### src/rtl/alu_seq_pkg.sv
// alu_seq_pkg
//   Shared definitions for the ALU sequencer: opcode encoding, FSM state
//   enumeration, the decoded control-vector bundle and small opcode helpers.
package alu_seq_pkg;

    localparam logic [3:0] OP_ADC = 4'd0;
    localparam logic [3:0] OP_SBC = 4'd1;
    localparam logic [3:0] OP_AND = 4'd2;
    localparam logic [3:0] OP_ORA = 4'd3;
    localparam logic [3:0] OP_EOR = 4'd4;
    localparam logic [3:0] OP_CMP = 4'd5;
    localparam logic [3:0] OP_ASL = 4'd6;
    localparam logic [3:0] OP_ROL = 4'd7;
    localparam logic [3:0] OP_LSR = 4'd8;
    localparam logic [3:0] OP_INC = 4'd9;

    typedef enum logic [1:0] {
        ST_IDLE  = 2'd0,
        ST_LOAD  = 2'd1,
        ST_OPER  = 2'd2,
        ST_WRITE = 2'd3
    } seq_state_e;

    // Everything the sequencer drives toward the ALU / accumulator fabric.
    typedef struct packed {
        logic sb_add;
        logic db_add;
        logic ndb_add;
        logic z_add;
        logic adl_add;
        logic ands;
        logic eors;
        logic ors;
        logic srs;
        logic sums;
        logic n_acin;
        logic n_daa;
        logic n_dsa;
        logic ac_sb;
        logic ac_db;
        logic sb_ac;
        logic add_sb06;
        logic add_sb7;
        logic busy;
        logic done;
    } alu_ctrl_t;

    function automatic logic op_legal(input logic [3:0] op);
        return op <= OP_INC;
    endfunction

    // Ops whose ALU carry-out becomes the new carry flag.
    function automatic logic op_sets_c(input logic [3:0] op);
        case (op)
            OP_ADC, OP_SBC, OP_CMP, OP_ASL, OP_ROL, OP_LSR: return 1'b1;
            default:                                        return 1'b0;
        endcase
    endfunction

    function automatic logic op_sets_v(input logic [3:0] op);
        return (op == OP_ADC) || (op == OP_SBC);
    endfunction

endpackage

### src/rtl/alu_op_decode.sv
// alu_op_decode
//   Purely combinational decode of FSM state + latched request into the full
//   ALU control vector.
//   Ports: state (FSM state), op (latched opcode), d_lat / c_lat (latched
//          decimal and carry flags), ctrl (decoded control bundle).
module alu_op_decode
    import alu_seq_pkg::*;
(
    input  seq_state_e state,
    input  logic [3:0] op,
    input  logic       d_lat,
    input  logic       c_lat,
    output alu_ctrl_t  ctrl
);

    logic carry_in;

    always_comb begin
        case (op)
            OP_ADC, OP_SBC, OP_ROL: carry_in = c_lat;
            OP_CMP, OP_INC:         carry_in = 1'b1;
            default:                carry_in = 1'b0;
        endcase
    end

    always_comb begin
        ctrl        = '0;
        ctrl.n_acin = 1'b1;
        ctrl.n_daa  = 1'b1;
        ctrl.n_dsa  = 1'b1;
        case (state)
            ST_LOAD: begin
                ctrl.busy   = 1'b1;
                ctrl.ac_sb  = 1'b1;
                ctrl.sb_add = 1'b1;
                case (op)
                    OP_SBC, OP_CMP: ctrl.ndb_add = 1'b1;
                    // Shift-left ops feed A on both inputs to form A+A.
                    OP_ASL, OP_ROL: begin
                        ctrl.ac_db  = 1'b1;
                        ctrl.db_add = 1'b1;
                    end
                    OP_LSR, OP_INC: ctrl.z_add = 1'b1;
                    default:        ctrl.db_add = 1'b1;
                endcase
            end
            ST_OPER: begin
                ctrl.busy = 1'b1;
                case (op)
                    OP_AND:  ctrl.ands = 1'b1;
                    OP_ORA:  ctrl.ors  = 1'b1;
                    OP_EOR:  ctrl.eors = 1'b1;
                    OP_LSR:  ctrl.srs  = 1'b1;
                    default: ctrl.sums = 1'b1;
                endcase
                ctrl.n_acin = ~carry_in;
                ctrl.n_daa  = ~((op == OP_ADC) && d_lat);
                ctrl.n_dsa  = ~((op == OP_SBC) && d_lat);
            end
            ST_WRITE: begin
                ctrl.busy     = 1'b1;
                ctrl.done     = 1'b1;
                ctrl.add_sb06 = 1'b1;
                ctrl.add_sb7  = 1'b1;
                // Compare only sets flags; the accumulator keeps its value.
                ctrl.sb_ac    = (op != OP_CMP);
            end
            default: ;
        endcase
    end

endmodule

### src/rtl/alu_sequencer.sv
// alu_sequencer
//   Runs one accumulator operation per request over LOAD/OPER/WRITE, driving
//   the ALU input/op selects and bus transfers, and capturing ACR/AVR into
//   the carry/overflow flags at the end of OPER.
//   Ports: PHI2 clock, RES async active-high reset; START/OP/D_FLAG/C_IN
//          request; ACR/AVR ALU results; *_ADD, ANDS..SUMS, n_* and transfer
//          controls toward the datapath; BUSY, DONE, ERR status; C_OUT/V_OUT
//          registered flags.
module alu_sequencer
    import alu_seq_pkg::*;
(
    input  logic       PHI2,
    input  logic       RES,
    input  logic       START,
    input  logic [3:0] OP,
    input  logic       D_FLAG,
    input  logic       C_IN,
    input  logic       ACR,
    input  logic       AVR,
    output logic       SB_ADD,
    output logic       DB_ADD,
    output logic       NDB_ADD,
    output logic       Z_ADD,
    output logic       ADL_ADD,
    output logic       ANDS,
    output logic       EORS,
    output logic       ORS,
    output logic       SRS,
    output logic       SUMS,
    output logic       n_ACIN,
    output logic       n_DAA,
    output logic       n_DSA,
    output logic       AC_SB,
    output logic       AC_DB,
    output logic       SB_AC,
    output logic       ADD_SB06,
    output logic       ADD_SB7,
    output logic       BUSY,
    output logic       DONE,
    output logic       ERR,
    output logic       C_OUT,
    output logic       V_OUT
);

    seq_state_e state_q, state_d;
    logic [3:0] op_q;
    logic       d_q, c_q;
    logic       err_q, c_out_q, v_out_q;
    alu_ctrl_t  ctrl;

    logic accept, reject;
    assign accept = (state_q == ST_IDLE) && START &&  op_legal(OP);
    assign reject = (state_q == ST_IDLE) && START && !op_legal(OP);

    always_comb begin
        state_d = state_q;
        case (state_q)
            ST_IDLE:  if (accept) state_d = ST_LOAD;
            ST_LOAD:  state_d = ST_OPER;
            ST_OPER:  state_d = ST_WRITE;
            ST_WRITE: state_d = ST_IDLE;
            default:  state_d = ST_IDLE;
        endcase
    end

    always_ff @(posedge PHI2 or posedge RES) begin
        if (RES) begin
            state_q <= ST_IDLE;
            op_q    <= OP_ADC;
            d_q     <= 1'b0;
            c_q     <= 1'b0;
            err_q   <= 1'b0;
            c_out_q <= 1'b0;
            v_out_q <= 1'b0;
        end else begin
            state_q <= state_d;
            err_q   <= reject;
            if (accept) begin
                op_q <= OP;
                d_q  <= D_FLAG;
                c_q  <= C_IN;
            end
            if (state_q == ST_OPER) begin
                if (op_sets_c(op_q)) c_out_q <= ACR;
                if (op_sets_v(op_q)) v_out_q <= AVR;
            end
        end
    end

    alu_op_decode u_decode (
        .state (state_q),
        .op    (op_q),
        .d_lat (d_q),
        .c_lat (c_q),
        .ctrl  (ctrl)
    );

    assign SB_ADD   = ctrl.sb_add;
    assign DB_ADD   = ctrl.db_add;
    assign NDB_ADD  = ctrl.ndb_add;
    assign Z_ADD    = ctrl.z_add;
    assign ADL_ADD  = ctrl.adl_add;
    assign ANDS     = ctrl.ands;
    assign EORS     = ctrl.eors;
    assign ORS      = ctrl.ors;
    assign SRS      = ctrl.srs;
    assign SUMS     = ctrl.sums;
    assign n_ACIN   = ctrl.n_acin;
    assign n_DAA    = ctrl.n_daa;
    assign n_DSA    = ctrl.n_dsa;
    assign AC_SB    = ctrl.ac_sb;
    assign AC_DB    = ctrl.ac_db;
    assign SB_AC    = ctrl.sb_ac;
    assign ADD_SB06 = ctrl.add_sb06;
    assign ADD_SB7  = ctrl.add_sb7;
    assign BUSY     = ctrl.busy;
    assign DONE     = ctrl.done;
    assign ERR      = err_q;
    assign C_OUT    = c_out_q;
    assign V_OUT    = v_out_q;

endmodule

### config.mk
export PLATFORM = sky130hd
export DESIGN_NAME = alu_sequencer
export DESIGN_NICKNAME = d
export VERILOG_FILES = /design/src/rtl/alu_seq_pkg.sv /design/src/rtl/alu_op_decode.sv /design/src/rtl/alu_sequencer.sv
export SDC_FILE = /design/constraint.sdc
export NUM_CORES = 1
export LEC_CHECK = 0
export ABC_AREA = 1
export CAP_MARGIN = 20
export CORE_MARGIN = 2
export CORE_UTILIZATION = 36
export DETAILED_ROUTE_END_ITERATION = 8
export PLACE_DENSITY = 0.74
export SLEW_MARGIN = 20
export SYNTH_ARGS = -nofsm -noshare
export SYNTH_HDL_FRONTEND = slang
export SYNTH_SLANG_ARGS = --single-unit
### constraint.sdc
create_clock -name PHI2 -period 1.55 [get_ports PHI2]
set_clock_uncertainty 0.2 [all_clocks]
set_input_delay 0.3875 -clock PHI2 [delete_from_list [all_inputs] [get_ports PHI2]]
set_output_delay 0.3875 -clock PHI2 [all_outputs]
set_load 0.005 [all_outputs]
==> results by group <==
Final layout
  • Final core occ: 81.51%
  • Multi-input gate area: approximately 560 um^2
  • Commonest non-fill, non-tap cells in the layout: buf_4 (31), buf_6 (18), nand2_1 (14)
  • Most common cell after layout, fill and taps aside: buf_4
  • Layout cells sized above 1: between 60 and 70%
  • Register Area: 276.5 um^2
  • Post-route cell area: around 1600 um^2
  • Antenna diodes: 0
  • Area Growth Syn to Fin: 115.5%
  • FILL cells: 126
  • Layout Nets: roughly 190

Timing
  • Max Freq: ~500 MHz
  • Crit share post-route: 130.2%
  • Setup tns final: -6780 ps
  • Final setup vio count: 20
  • Final WS setup: -467.9 ps
  • WHS: 207.0 ps
  • Slew Limit Fails: 0
  • Setup repair after global routing missed its margin: yes
  • Final Hold Vio Count: 0
  • Final Critical Period: 2018 ps

Routing
  • WL final: between 2000 and 3000 um
  • Via Count: 966
  • DRC viols: 0
  • ANT nets after route: 0
  • Routed len/inst: 14.32 um
  • Vias per Instance: 4.782
  • Initial DRC Count: 29
  • Pre-antenna DRT Iters: 4

GRT
  • GRT Util Overall: 24.87%
  • Vias in the first global route: a little over 1,000
  • First-pass GRT wire length: 4595 um
  • Largest net degree at the start of global routing: 12
  • Initial antenna violation count: 0
  • Total global routing overflow: 0

Clock tree
  • CTS Buffer Depth: 2
  • Clk_lat worst skew: between 200 and 300 ps
  • H-tree levels: 1
  • Clock root buffer: clkbuf_4
  • Clock Sinks: 11
  • Clock-pin slew on the worst setup and hold paths: 70 ps
  • CTS tree: yes
  • CTS buffer count: 3

Worst setup path
  • Reg2reg start: op_q[3]
  • Crit path to: ANDS
  • CP Launch Type: flop
  • Crit path kind: reg -> out
  • Worst Path Arrival: 1430 ps
  • Critical path origin: state_q[0]
  • Flop2flop setup slack: -30 ps
  • Crit path max fanout: 4
  • R2R depth: 9
  • Crit. End Element: primary output
  • Critical Path RT: 960 ps
  • Reg-to-reg critical path endpoint: C_OUT

Power and ir drop
  • Share of power burned in registers: 18.4%
  • Power Density: around 2000 nW/um^2
  • Comb pwr share: 75.5%
  • Total chip power: 0.003157 W
  • Clock Power Share: 6.1%
  • Switching pwr: 0.001353 W
  • Peak supply drop: around 0.0013 V
  • Net Sw Frac: 42.86%
  • Int Pwr: 0.001804 W
  • Leakage power: 0.7907 nW

Place
  • Port Buffers: 32
  • Placed Area: 1284 um^2
  • HPWL Detailed: 1761 um
  • RD Place Congestion: 0.8433

Synthesis
  • Mapped cell area: approximately 730 um^2
  • Synthesized instance count: 100
  • Yosys cell types: 19
  • Ys async rst share: 100.0%
  • EDFF count, synth: 0
  • Syn Nets: 116
  • Register area share after synthesis: roughly 37%
  • #FFs+latches synth: 11
  • Ys Warns: 0
  • Ys flop type: dfrtp_1
  • Syn avg cell area: 7.345 um^2

Floorplanning
  • Die Height: roughly 49 um
  • CORE AREA: between 1500 and 2000 um^2
  • Die X: 49.17 um
  • Initial core utilization: 37.82%
  • IO Count: 34
  • Rows: 16
  • Die area: between 2000 and 2500 um^2

Hold path
  • Hold WC Path Type: in -> async

Status
  • Failing checks: setup timing
  • Status: complete, but fails checks

Job
  • Maxcap violations: 0
==> worst max-delay path, cell delays in order (launching register included) <==
cell and delay, ps:
dfrtp_1 420, inv_2 110, ha_4 190, inv_4 60, nor4_2 240, buf_2 150
==> power groups by stage <==
stage          Clock [W]  Sequential (W)  Combinational, W
2_1_floorplan          0        0.000535          0.000673
3_3_place_gp           0        0.000545           0.00150
3_5_place_dp           0        0.000555           0.00155
4_1_cts         0.000198        0.000566           0.00209
5_1_grt         0.000210        0.000595           0.00254
6_report        0.000194        0.000580           0.00238
==> cell type report <==
type	instances	area share [%]
well taps	27	2.134
inverters	13	3.399
clock buffers	4	1.660
multi-input cells	71	35.18
flip-flops and latches	11	17.47
repair buffers	76	40.16
==> sequential cells by signal, indices dropped and copies added, names as in the netlist <==
register	count
op_q	4
C_OUT	1
V_OUT	1
ERR	1
d_q	1
c_q	1
state_q	2
==> worst min-delay path by stage <==
stage	endpoint	depth (start not counted)
after global placement	C_OUT	2
after CTS	op_q[0]	2
after global routing	d_q	2
final	op_q[0]	2
after floorplan	C_OUT	1
after detailed placement	V_OUT	2
==> routing by layer <==
layer	routed length [um]	GRT usage, %	part of all wire (%)
met4	69	10.95	2.4
met1	1207	28.02	42
met2	1502	44.14	52
met5	0	0	0
met3	112	5.828	3.9
==> cell usage after synthesis, types with 2 or more instances <==
master   count  area share (%)
nor2_1      11             5.6
o21ai_0      8             5.5
dfrtp_1     11              37
ha_1         5             8.5
buf_4        6             6.1
nand2_1     21              11
nor4_1       2             1.7
nor2_2       2             1.7
nor3_1       4             2.7
nand3_1      6             4.1
inv_2        2             1.0
a21oi_1      5             3.4
inv_1       11             5.6
==> metrics by stage <==
stage | setup slack, ps | cells
floorplan | -4.710 | 100
global placement | -483.5 | 182
detailed placement | -506.8 | 182
CTS | -435.0 | 200
global route | -547.2 | 202
finish | -467.9 | 202
==> logic make-up after synthesis <==
logic type               after synthesis  synth area share [%]
buffers and inverters                 19                 12.78
AO/OA/AOI/OAI                         15                 11.07
AND/OR/NAND/NOR                       49                 29.64
adder cells (fa/ha/maj)                5                 8.518
other                                  1                0.5106
flip-flops                            11                 37.48
==> what timing repair did <==
| item | in CTS | in global routing |
|---|---|---|
| cloned | 1 | 0 |
| buffers inserted | 13 | 4 |
| hold buffers | 0 | 0 |
| pin swaps | 11 | 10 |
| setup endpoints to repair | 30 | 28 |
| resized for setup | 126 | 17 |
(Power assumes the default switching activity.)
